### config.mk
export PLATFORM = sky130hd
export DESIGN_NAME = uart_coeff_rx_flat
export DESIGN_NICKNAME = d
export VERILOG_FILES = /design/src/rtl/uart_pkg.sv /design/src/rtl/uart_coeff_rx_if.sv /design/src/rtl/uart_rx_core.sv /design/src/rtl/uart_coeff_rx.sv /design/src/flat_wrapper.sv
export SDC_FILE = /design/constraint.sdc
export NUM_CORES = 1
export LEC_CHECK = 0
export CORE_ASPECT_RATIO = 0.7
export CORE_MARGIN = 4
export CORE_UTILIZATION = 46
export CTS_CLUSTER_SIZE = 28
export DETAILED_ROUTE_END_ITERATION = 7
export PLACE_DENSITY = 0.71
export SETUP_SLACK_MARGIN = 0.3
export SYNTH_ARGS = -nofsm -noshare
export SYNTH_HDL_FRONTEND = slang
export SYNTH_SLANG_ARGS = --single-unit
### constraint.sdc
create_clock -name clk -period 2.1 [get_ports clk]
set_input_delay 0.315 -clock clk [delete_from_list [all_inputs] [get_ports clk]]
set_output_delay 0.315 -clock clk [all_outputs]
set_load 0.005 [all_outputs]
### src/rtl/uart_pkg.sv
// -----------------------------------------------------------------------------
// uart_pkg
// Shared definitions for the UART coefficient receiver and the Newton solver.
//   rx_state_t           : receive FSM state encoding
//   CLKS_PER_BIT_DEFAULT : 100 MHz / 115200 baud
//   COEF_W               : coefficient width, shared with the solver
//   nibble_fits()        : byte is a sign-extended 4-bit value
// Optional feature macro: UART_PARITY_EN (PARITY state is only reachable then).
// -----------------------------------------------------------------------------
package uart_pkg;

    localparam int CLKS_PER_BIT_DEFAULT = 868;
    localparam int COEF_W               = 4;

    typedef enum logic [2:0] {
        IDLE   = 3'd0,
        START  = 3'd1,
        DATA   = 3'd2,
        PARITY = 3'd3,
        STOP   = 3'd4,
        DONE   = 3'd5
    } rx_state_t;

    // A byte carries a legal coefficient only if its upper nibble merely
    // repeats the sign bit of the lower nibble.
    function automatic logic nibble_fits(input logic [7:0] b);
        return b[7:4] == {4{b[3]}};
    endfunction

endpackage

### src/rtl/uart_coeff_rx_if.sv
// -----------------------------------------------------------------------------
// uart_coeff_rx_if
// Coefficient output bundle from the UART receiver to the solver.
//   DataIn     : signed coefficient, holds until the next accepted byte
//   input_en   : one-cycle strobe, DataIn is new
//   word_idx   : index of the next word expected (0=a,1=b,2=c,3=x0)
//   set_done   : one-cycle pulse with the input_en of the last word of a set
//   frame_err  : one-cycle pulse, stop bit sampled low
//   range_err  : one-cycle pulse, upper nibble not a sign extension
//   parity_err : one-cycle pulse, parity mismatch (0 without UART_PARITY_EN)
//   state      : receive FSM state, debug visibility only
// Handshake: there is no back-pressure. input_en is a pure valid strobe; the
// consumer must take DataIn in the cycle input_en is high.
// -----------------------------------------------------------------------------
interface uart_coeff_rx_if;
    import uart_pkg::*;

    logic signed [COEF_W-1:0] DataIn;
    logic                     input_en;
    logic [1:0]               word_idx;
    logic                     set_done;
    logic                     frame_err;
    logic                     range_err;
    logic                     parity_err;
    rx_state_t                state;

    modport master (
        output DataIn, input_en, word_idx, set_done,
               frame_err, range_err, parity_err, state
    );

    modport slave (
        input  DataIn, input_en, word_idx, set_done,
               frame_err, range_err, parity_err, state
    );

endinterface

### src/rtl/uart_rx_core.sv
// -----------------------------------------------------------------------------
// uart_rx_core
// Serial front end: 2-FF synchroniser, bit-timing counter, receive FSM and
// data shift register. Frames are 8N1, or 8E1 when UART_PARITY_EN is defined.
// Ports:
//   clk, reset    : system clock, asynchronous active-high reset
//   i_rx          : raw serial input, idle high, asynchronous to clk
//   o_byte        : received data byte (LSB received first)
//   o_byte_valid  : high in the stop-bit sample cycle; o_byte, o_stop_ok and
//                   o_parity_ok are meaningful in that cycle
//   o_stop_ok     : stop bit is high
//   o_parity_ok   : even parity matches (constant 1 without UART_PARITY_EN)
//   o_state       : current FSM state (debug)
// -----------------------------------------------------------------------------
module uart_rx_core
    import uart_pkg::*;
#(
    parameter int CLKS_PER_BIT = CLKS_PER_BIT_DEFAULT
) (
    input  logic       clk,
    input  logic       reset,
    input  logic       i_rx,
    output logic [7:0] o_byte,
    output logic       o_byte_valid,
    output logic       o_stop_ok,
    output logic       o_parity_ok,
    output rx_state_t  o_state
);

    localparam int              CNT_W    = $clog2(CLKS_PER_BIT);
    localparam logic [CNT_W-1:0] CNT_LAST = CNT_W'(CLKS_PER_BIT - 1);
    localparam logic [CNT_W-1:0] CNT_HALF = CNT_W'(CLKS_PER_BIT / 2 - 1);

    // Synchroniser resets to the idle level so releasing reset cannot look
    // like a falling start edge.
    logic             r_rx_meta;
    logic             r_rx_sync;
    rx_state_t        r_state;
    logic [CNT_W-1:0] r_cnt;
    logic [2:0]       r_bit_idx;
    logic [7:0]       r_shift;
    // Cleared when a frame ends with the line low (break or framing error);
    // a new start is only armed once the line has been seen high again.
    logic             r_armed;
`ifdef UART_PARITY_EN
    logic             r_par;
`endif

    logic w_rxs;
    logic w_bit_end;

    assign w_rxs     = r_rx_sync;
    assign w_bit_end = (r_cnt == CNT_LAST);

    always_ff @(posedge clk or posedge reset) begin
        if (reset) begin
            r_rx_meta <= 1'b1;
            r_rx_sync <= 1'b1;
            r_state   <= IDLE;
            r_cnt     <= '0;
            r_bit_idx <= '0;
            r_shift   <= '0;
            r_armed   <= 1'b1;
`ifdef UART_PARITY_EN
            r_par     <= 1'b0;
`endif
        end else begin
            r_rx_meta <= i_rx;
            r_rx_sync <= r_rx_meta;

            case (r_state)
                IDLE: begin
                    r_cnt <= '0;
                    if (!r_armed) begin
                        if (w_rxs) begin
                            r_armed <= 1'b1;
                        end
                    end else if (!w_rxs) begin
                        r_state <= START;
                    end
                end

                START: begin
                    if (r_cnt == CNT_HALF) begin
                        r_cnt     <= '0;
                        r_bit_idx <= '0;
                        // Line back high at mid-start: treat as a glitch.
                        r_state   <= w_rxs ? IDLE : DATA;
                    end else begin
                        r_cnt <= r_cnt + 1'b1;
                    end
                end

                DATA: begin
                    if (w_bit_end) begin
                        r_cnt     <= '0;
                        r_shift   <= {w_rxs, r_shift[7:1]};
                        r_bit_idx <= r_bit_idx + 3'd1;
                        if (r_bit_idx == 3'd7) begin
`ifdef UART_PARITY_EN
                            r_state <= PARITY;
`else
                            r_state <= STOP;
`endif
                        end
                    end else begin
                        r_cnt <= r_cnt + 1'b1;
                    end
                end

`ifdef UART_PARITY_EN
                PARITY: begin
                    if (w_bit_end) begin
                        r_cnt   <= '0;
                        r_par   <= w_rxs;
                        r_state <= STOP;
                    end else begin
                        r_cnt <= r_cnt + 1'b1;
                    end
                end
`endif

                STOP: begin
                    if (w_bit_end) begin
                        r_cnt   <= '0;
                        r_armed <= w_rxs;
                        r_state <= DONE;
                    end else begin
                        r_cnt <= r_cnt + 1'b1;
                    end
                end

                DONE: begin
                    r_state <= IDLE;
                end

                default: begin
                    r_state <= IDLE;
                end
            endcase
        end
    end

    // The strobe marks the stop-sample cycle itself, so the top level's
    // registered result pulses land in the DONE cycle, one cycle later.
    assign o_byte       = r_shift;
    assign o_byte_valid = (r_state == STOP) && w_bit_end;
    assign o_stop_ok    = w_rxs;
`ifdef UART_PARITY_EN
    assign o_parity_ok  = (r_par == ^r_shift);
`else
    assign o_parity_ok  = 1'b1;
`endif
    assign o_state      = r_state;

endmodule

### src/rtl/uart_coeff_rx.sv
// -----------------------------------------------------------------------------
// uart_coeff_rx
// Upstream stage of the Newton solver: receives UART bytes and forwards each
// legal one as a signed 4-bit coefficient in the order a, b, c, x0.
// Optional feature macro: UART_PARITY_EN (8E1 frames with parity checking;
// without it frames are 8N1 and parity_err stays 0).
// Ports:
//   clk    : system clock
//   reset  : asynchronous active-high reset
//   rx     : serial input, idle high, asynchronous to clk
//   flush  : synchronous, clears the word counter on the next edge
//   o_coef : coefficient bundle (uart_coeff_rx_if.master)
// Error priority per byte is frame > parity > range; exactly one pulse is
// produced per received byte, and error bytes leave DataIn/word_idx alone.
// -----------------------------------------------------------------------------
module uart_coeff_rx
    import uart_pkg::*;
#(
    parameter int CLKS_PER_BIT  = CLKS_PER_BIT_DEFAULT,
    parameter int WORDS_PER_SET = 4
) (
    input  logic               clk,
    input  logic               reset,
    input  logic               rx,
    input  logic               flush,
    uart_coeff_rx_if.master    o_coef
);

    localparam logic [1:0] LAST_WORD = 2'(WORDS_PER_SET - 1);

    logic [7:0] w_byte;
    logic       w_byte_valid;
    logic       w_stop_ok;
    logic       w_parity_ok;
    rx_state_t  w_state;

    logic [COEF_W-1:0] r_data;
    logic              r_input_en;
    logic [1:0]        r_word_idx;
    logic              r_set_done;
    logic              r_frame_err;
    logic              r_range_err;
    logic              r_parity_err;

    uart_rx_core #(
        .CLKS_PER_BIT (CLKS_PER_BIT)
    ) u_core (
        .clk          (clk),
        .reset        (reset),
        .i_rx         (rx),
        .o_byte       (w_byte),
        .o_byte_valid (w_byte_valid),
        .o_stop_ok    (w_stop_ok),
        .o_parity_ok  (w_parity_ok),
        .o_state      (w_state)
    );

    always_ff @(posedge clk or posedge reset) begin
        if (reset) begin
            r_data       <= '0;
            r_input_en   <= 1'b0;
            r_word_idx   <= '0;
            r_set_done   <= 1'b0;
            r_frame_err  <= 1'b0;
            r_range_err  <= 1'b0;
            r_parity_err <= 1'b0;
        end else begin
            r_input_en   <= 1'b0;
            r_set_done   <= 1'b0;
            r_frame_err  <= 1'b0;
            r_range_err  <= 1'b0;
            r_parity_err <= 1'b0;

            if (w_byte_valid) begin
                if (!w_stop_ok) begin
                    r_frame_err <= 1'b1;
                end else if (!w_parity_ok) begin
                    // w_parity_ok is constant 1 in 8N1 builds, so this
                    // branch and r_parity_err fold away there.
                    r_parity_err <= 1'b1;
                end else if (!nibble_fits(w_byte)) begin
                    r_range_err <= 1'b1;
                end else begin
                    r_data     <= w_byte[COEF_W-1:0];
                    r_input_en <= 1'b1;
                    if (r_word_idx == LAST_WORD) begin
                        r_word_idx <= '0;
                        r_set_done <= !flush;
                    end else begin
                        r_word_idx <= r_word_idx + 2'd1;
                    end
                end
            end

            // flush overrides any increment made above in the same cycle.
            if (flush) begin
                r_word_idx <= '0;
            end
        end
    end

    assign o_coef.DataIn     = r_data;
    assign o_coef.input_en   = r_input_en;
    assign o_coef.word_idx   = r_word_idx;
    assign o_coef.set_done   = r_set_done;
    assign o_coef.frame_err  = r_frame_err;
    assign o_coef.range_err  = r_range_err;
    assign o_coef.parity_err = r_parity_err;
    assign o_coef.state      = w_state;

endmodule

### src/flat_wrapper.sv
// flat-port wrapper written by rule: the top's interface ports become plain ports
module uart_coeff_rx_flat import uart_pkg::*;
#(
    parameter int CLKS_PER_BIT  = CLKS_PER_BIT_DEFAULT,
    parameter int WORDS_PER_SET = 4
)
  (clk, reset, rx, flush, o_coef_DataIn, o_coef_input_en, o_coef_word_idx, o_coef_set_done, o_coef_frame_err, o_coef_range_err, o_coef_parity_err, o_coef_state);
  uart_coeff_rx_if o_coef_i ();
  input  logic clk;
  input  logic reset;
  input  logic rx;
  input  logic flush;
  output wire logic [$bits(o_coef_i.DataIn)-1:0] o_coef_DataIn;
  output wire logic [$bits(o_coef_i.input_en)-1:0] o_coef_input_en;
  output wire logic [$bits(o_coef_i.word_idx)-1:0] o_coef_word_idx;
  output wire logic [$bits(o_coef_i.set_done)-1:0] o_coef_set_done;
  output wire logic [$bits(o_coef_i.frame_err)-1:0] o_coef_frame_err;
  output wire logic [$bits(o_coef_i.range_err)-1:0] o_coef_range_err;
  output wire logic [$bits(o_coef_i.parity_err)-1:0] o_coef_parity_err;
  output wire logic [$bits(o_coef_i.state)-1:0] o_coef_state;
  assign o_coef_DataIn = o_coef_i.DataIn;
  assign o_coef_input_en = o_coef_i.input_en;
  assign o_coef_word_idx = o_coef_i.word_idx;
  assign o_coef_set_done = o_coef_i.set_done;
  assign o_coef_frame_err = o_coef_i.frame_err;
  assign o_coef_range_err = o_coef_i.range_err;
  assign o_coef_parity_err = o_coef_i.parity_err;
  assign o_coef_state = o_coef_i.state;
  uart_coeff_rx #(.CLKS_PER_BIT(CLKS_PER_BIT), .WORDS_PER_SET(WORDS_PER_SET)) u_core (.clk(clk), .reset(reset), .rx(rx), .flush(flush), .o_coef(o_coef_i));
endmodule
==> impl_metrics.toml, run 1 <==
[sta]
skew_ns = 0.00421
grt_setup_unrepaired = "true"
max_freq_ghz = 0.546
setup_viol = 0
setup_tns_ns = 0
post-route-period-util = 0.872
slew_violations = 0
layout_setup_ws_ns = 0.269
period_minus_slack_ns = 1.83
finalHoldViolCount = 0

[final_layout]
antenna_cells = 0
syn_to_final_growth_pct = 22.6
nFillCells = 327
drive_gt1_frac = 0.316
final_area_sq_um = 2450
multi_input_area_sq_um = 1050
seq_area_sq_um = 937
fin_nets = 223

[floorplanning]
die_y_um = 63.1
die_w_um = 86.7
rows = 19
die_area_sq_um = 5470
io_pins = 18
core_sq_um = 4040
start_util = 0.494

[logic_synthesis]
synth_top_family_by_area = "simple AND/OR/NAND/NOR gates"
synth_edf_count = 0
ys_async_sr_fraction = 1.00
synth.area.top_cells = "dfrtp_1, mux2_2, dfstp_2"
synth_seq_cells = 37
ys_seq_area_frac = 0.466
synthesis.nets = 192
ys.flop_type = "dfrtp_1"
yosysWarningCount = 0
synth_common_cells = "dfrtp_1, nand2_1, mux2_2, a21oi_1, nor2_1"
synthCells = 183
syn-cell-area_sq_um = 2000
synthSimpleGateAreaFrac = 0.223
synth_compound_area_frac = 0.120
synthXorXnorAreaFrac = 0.00878
muxShareOfSynthArea = 0.109
ys_types = 54
synth.most_common_cell = "dfrtp_1"
yosysTopAreaCell = "dfrtp_1"
synth_adder_area_share = 0.0364
synth_area_per_cell_sq_um = 10.9
synth_top_area_frac = 0.426

[clocking]
ctsRootBufferMaster = "clkbuf_8"
cts.path.max_buffers = 2
h-tree-depth = 2
cts_made_buffers = 5
clk_pin_slew_ns = 0.07
cts_num_sinks = 37
cts_hold_buf = 0
clock_latency_ns = 0.29
cts_tree = "built"

[global_route]
grt_use_total = 0.178
grt_max_degree = 38
grt_pass1_wl_um = 7620
grt_pass1_vias = 1528
overflow = 0
antenna_found_initial = 0

[routing]
drt-pass1-iter-count = 4
drc = 0
vias = 1610
vias_per_cell = 6.03
wire_per_inst_um = 18.2
antenna_left = 0
routed_wl_um = 4860
initialDrtViolationCount = 134

[setup_path]
worstSetupStartpointType = "flip-flop"
arrival_ns = 2.01
path_class = "reg2reg"
crit_path_max_fanout = 6
crit_path_end_kind = "flip-flop"
required_ns = 2.28

[status]
outcome = "complete, no violations"

[power_and_ir_drop]
ir_drop_mv = 0.502
power_density_nw_per_um2 = 793
leakage_nw = 1.07

[placement]
place_ws_ns = 0.0731
dp_hpwl_um = 3260
io_buffers = 16
place.gp.congestion = 0.891
place_area_sq_um = 2220

[hold_path]
hold_class = "reg2reg"

[flow_run]
drv_cap = 0
==> critical path: stages, from the launching register on <==
cell and delay [ns]:
dfrtp_1 0.48, nor3b_4 0.41, and4_2 0.36, nand3_4 0.15
mux2_4 0.32
==> path summary, 6_finish.rpt <==
path | cells after the start | end | slack [ns] | startpoint
max | 4 | u_core.o_coef.DataIn[0] | 0.27 | u_core.u_core.r_cnt[5]
min | 0 | u_core.u_core.o_stop_ok | 0.36 | u_core.u_core.r_rx_meta
max reg2reg | 4 | u_core.o_coef.DataIn[0] | 0.27 | u_core.u_core.r_cnt[5]
min reg2reg | 0 | u_core.u_core.o_stop_ok | 0.36 | u_core.u_core.r_rx_meta
max in group asynchronous | 3 | u_core.u_core.r_cnt[1] | 1.31 | reset
min in group asynchronous | 3 | u_core.u_core.r_bit_idx[1] | 0.43 | reset
==> power by group <==
group | switching (mW) | leakage, nW | internal [mW] | total (mW)
sequential | 0.0971 | 0.493 | 0.761 | 0.858
combinational | 0.316 | 0.530 | 0.283 | 0.599
clock | 0.253 | 0.0450 | 0.230 | 0.483
==> routing by layer <==
layer / GRT usage / wire (um) / part of all wire
met5: 0 / 0 / 0
met2: 0.258 / 2170 / 0.45
met3: 0.0521 / 399 / 0.082
met1: 0.259 / 2190 / 0.45
met4: 0.0486 / 96 / 0.020
==> state kept, by name (all words and copies together), names as in the netlist <==
| register | cells |
|---|---|
| u_core.u_core.r_armed | 1 |
| u_core.u_core.r_cnt | 10 |
| u_core.u_core.o_stop_ok | 1 |
| u_core.o_coef.set_done | 1 |
| u_core.o_coef.word_idx | 2 |
| u_core.u_core.o_state | 3 |
| u_core.o_coef.frame_err | 1 |
| u_core.o_coef.DataIn | 4 |
| u_core.u_core.r_rx_meta | 1 |
| u_core.u_core.o_byte | 8 |
| u_core.o_coef.range_err | 1 |
| u_core.o_coef.input_en | 1 |
| u_core.u_core.r_bit_idx | 3 |
==> cell families (layout without fill, tap and decap cells) <==
group	Yosys count	count (layout)
simple gates	70	70
flops	37	37
compound gates	34	34
mux	17	17
buf+inv	16	48
fa+ha+maj	6	6
xor+xnor	2	2
other cells	1	1
==> cell type report <==
class | instances | share of cell area
clock inverter | 2 | 0.00409
sequential | 37 | 0.383
multi-input combinational | 130 | 0.429
inverter | 6 | 0.00920
timing repair buffer | 34 | 0.119
clock buffer | 6 | 0.0297
tap | 52 | 0.0266
==> metrics by stage <==
step | std cells | power, mW | utilization | hold WS [ns]
final | 267 | 1.94 | 0.606 | 0.361
after global routing | 267 | 2.04 | 0.606 | 0.376
after CTS | 259 | 1.87 | 0.584 | 0.369
after detailed placement | 247 | 1.33 | 0.549 | 0.355
after global placement | 247 | 1.30 | 0.549 | 0.348
after floorplan | 183 | 1.16 | - | 0.319
==> layout by cell type, fill, tap and decap left out, types with 5 or more instances in the layout <==
cell,netlist,final
dfrtp_1,34,28
clkdlybuf4s50_1,0,16
buf_4,1,16
nand2_1,15,15
mux2_2,12,12
nor2_1,8,8
a21oi_1,8,8
nand4_1,6,6
inv_1,6,6
dfrtp_2,0,6
clkbuf_8,0,5
==> repair_timing <==
item                                    in CTS  in global routing
endpoints found under the setup margin      27                 25
setup buffers                                4                  8
gates cloned                                 0                  0
pin swaps                                    2                  4
gates resized for setup                      9                  7
hold endpoints to repair                     0                  0
(Power assumes the default switching activity.)
==> run 2, diff against run 1 <==
--- a/config.mk
+++ b/config.mk
@@ -6,11 +6,12 @@
 export NUM_CORES = 1
 export LEC_CHECK = 0
 export CORE_ASPECT_RATIO = 0.7
-export CORE_MARGIN = 4
+export CORE_MARGIN = 2
 export CORE_UTILIZATION = 46
 export CTS_CLUSTER_SIZE = 28
 export DETAILED_ROUTE_END_ITERATION = 7
 export PLACE_DENSITY = 0.71
+export RECOVER_POWER = 25
 export SETUP_SLACK_MARGIN = 0.3
 export SYNTH_ARGS = -nofsm -noshare
 export SYNTH_HDL_FRONTEND = slang
==> constraint.sdc (replaced) <==
create_clock -name clk -period 2.3 [get_ports clk]
set_input_delay 0.345 -clock clk [delete_from_list [all_inputs] [get_ports clk]]
set_output_delay 0.345 -clock clk [all_outputs]
set_load 0.005 [all_outputs]
==> run 2 against run 1 <==
Compared with the run above:
- combinational power shrank 24%
- largest cell class unchanged
- die area shrank 11%
- utilization shrank 2.4 points
- critical endpoint is now u_core.u_core.r_cnt[2]
- wire length shrank 13%
==> impl_metrics.toml, run 2 (synthesis gave the netlist of run 1 again) <==
[hold_path]
min_to = "u_core.u_core.o_stop_ok"
min_from = "u_core.u_core.r_rx_meta"
worstHoldPathCells = 0
hold_class = "reg2reg"

[final_layout]
drive_gt1_frac = 0.240
finalCoreUtilization = 0.582
fin_cells = 256
final_cell_mix = "dfrtp_1, nand2_1, clkdlybuf4s50_1, mux2_2"
antenna_cells = 0
syn_to_final_growth_pct = 17.8
fin_nets = 212
final_common_cell = "dfrtp_1"
largest_reg_flops = 10
top_register = "u_core.u_core.r_cnt"

[floorplanning]
io_pins = 18
die_w_um = 82.7
start_util = 0.494
core_sq_um = 4040
die_y_um = 59.1
die_area_sq_um = 4890
rows = 19

[setup_path]
worstSetupStartpointType = "flip-flop"
crit_path_end_kind = "flip-flop"
r2r_start = "u_core.u_core.r_cnt[0]"
crit_path_max_fanout = 7
r2r-end = "u_core.u_core.r_cnt[2]"
required_ns = 2.50
reg2reg_slack_ns = 0.38
r2r_cells = 6
arrival_ns = 2.12
path_class = "reg2reg"

[global_route]
grt_pass1_wl_um = 7310
grt_use_total = 0.203
antenna_found_initial = 0
grt_pass1_vias = 1437
overflow = 0
grt_max_degree = 38

[placement]
place.gp.congestion = 0.845
dp_hpwl_um = 3020
dp_cells = 248
io_buffers = 16

[routing]
routed_wl_um = 4210
initialDrtViolationCount = 147
drc = 0
vias = 1528
drt-pass1-iter-count = 4
wire_per_inst_um = 16.4
vias_per_cell = 5.97
antenna_left = 0

[clocking]
clk_pin_slew_ns = 0.07
cts_setup_buffers = 0
clock_latency_ns = 0.29
ctsRootBufferMaster = "clkbuf_8"
h-tree-depth = 2
cts_hold_buf = 0
cts.path.max_buffers = 2
cts_made_buffers = 5
cts_tree = "built"
cts_num_sinks = 37

[sta]
setup_tns_ns = 0
max-slew-margin-rel = 0.406
tightest_slew_ns = 0.890
setup_viol = 0
grt_setup_unrepaired = "true"
skew_ns = 0.00417
period_minus_slack_ns = 1.92
post-route-period-util = 0.835
max_freq_ghz = 0.521
slew_violations = 0
finalHoldViolCount = 0

[power_and_ir_drop]
leakage_nw = 1.03
power_density_nw_per_um2 = 769
ir_drop_mv = 0.628

[flow_run]
drv_cap = 0

[status]
outcome = "complete, no violations"
run 2: metrics by stage:
stage          power (mW)  setup WS [ns]  hold slack, ns  cell area, sq um
2_1_floorplan        1.06          0.535           0.345              2000
3_3_place_gp         1.20          0.417           0.349              2230
3_5_place_dp         1.22          0.328           0.347              2230
4_1_cts              1.82          0.359           0.358              2350
5_1_grt              1.91          0.248           0.363              2350
6_report             1.81          0.380           0.357              2350
run 2: where the power goes:
part           switching [mW]  total (mW)  internal [mW]
clock network           0.235       0.587          0.352
registers              0.0771       0.767          0.690
logic                   0.260       0.455          0.195
run 2: timing repair:
item	CTS	global route
pin swaps	0	1
resized for setup	1	2
endpoints found under the setup margin	1	18
run 2: layout make-up:
type                    count  area, sq um
clock buffers               6         82.6
multi-input cells         130         1000
clock inverters             2         37.5
repair buffers             23          210
fillers                   336         1690
well taps                  52         65.1
inverters                   6         22.5
flip-flops and latches     37          931
run 2: worst max-delay path, stage by stage, from the launching register on:
cell     delay, ns
dfrtp_2       0.45
ha_1          0.26
and4b_2       0.28
a31oi_1       0.24
nand3_1       0.22
buf_4         0.21
o21ai_0       0.18
run 2: worst max-delay path by stage:
| stage | from | endpoint | slack, ns |
|---|---|---|---|
| floorplan | u_core.u_core.r_cnt[0] | u_core.u_core.o_byte[0] | 0.53 |
| detailed placement | u_core.u_core.r_cnt[0] | u_core.u_core.o_byte[2] | 0.33 |
| global route | u_core.u_core.r_cnt[1] | u_core.u_core.r_cnt[2] | 0.25 |
| CTS | u_core.u_core.r_cnt[0] | u_core.u_core.r_cnt[2] | 0.36 |
| finish | u_core.u_core.r_cnt[0] | u_core.u_core.r_cnt[2] | 0.38 |
| global placement | u_core.u_core.r_cnt[0] | u_core.u_core.o_byte[7] | 0.42 |
run 2: per-layer routing:
metal / track usage / up-vias / routed length (um)
met5: 0 / - / 0
met4: 0.0726 / 0 / 43
met3: 0.0488 / 5 / 205
met2: 0.281 / 48 / 1840
met1: 0.309 / 749 / 2130
li1: - / 726 / -
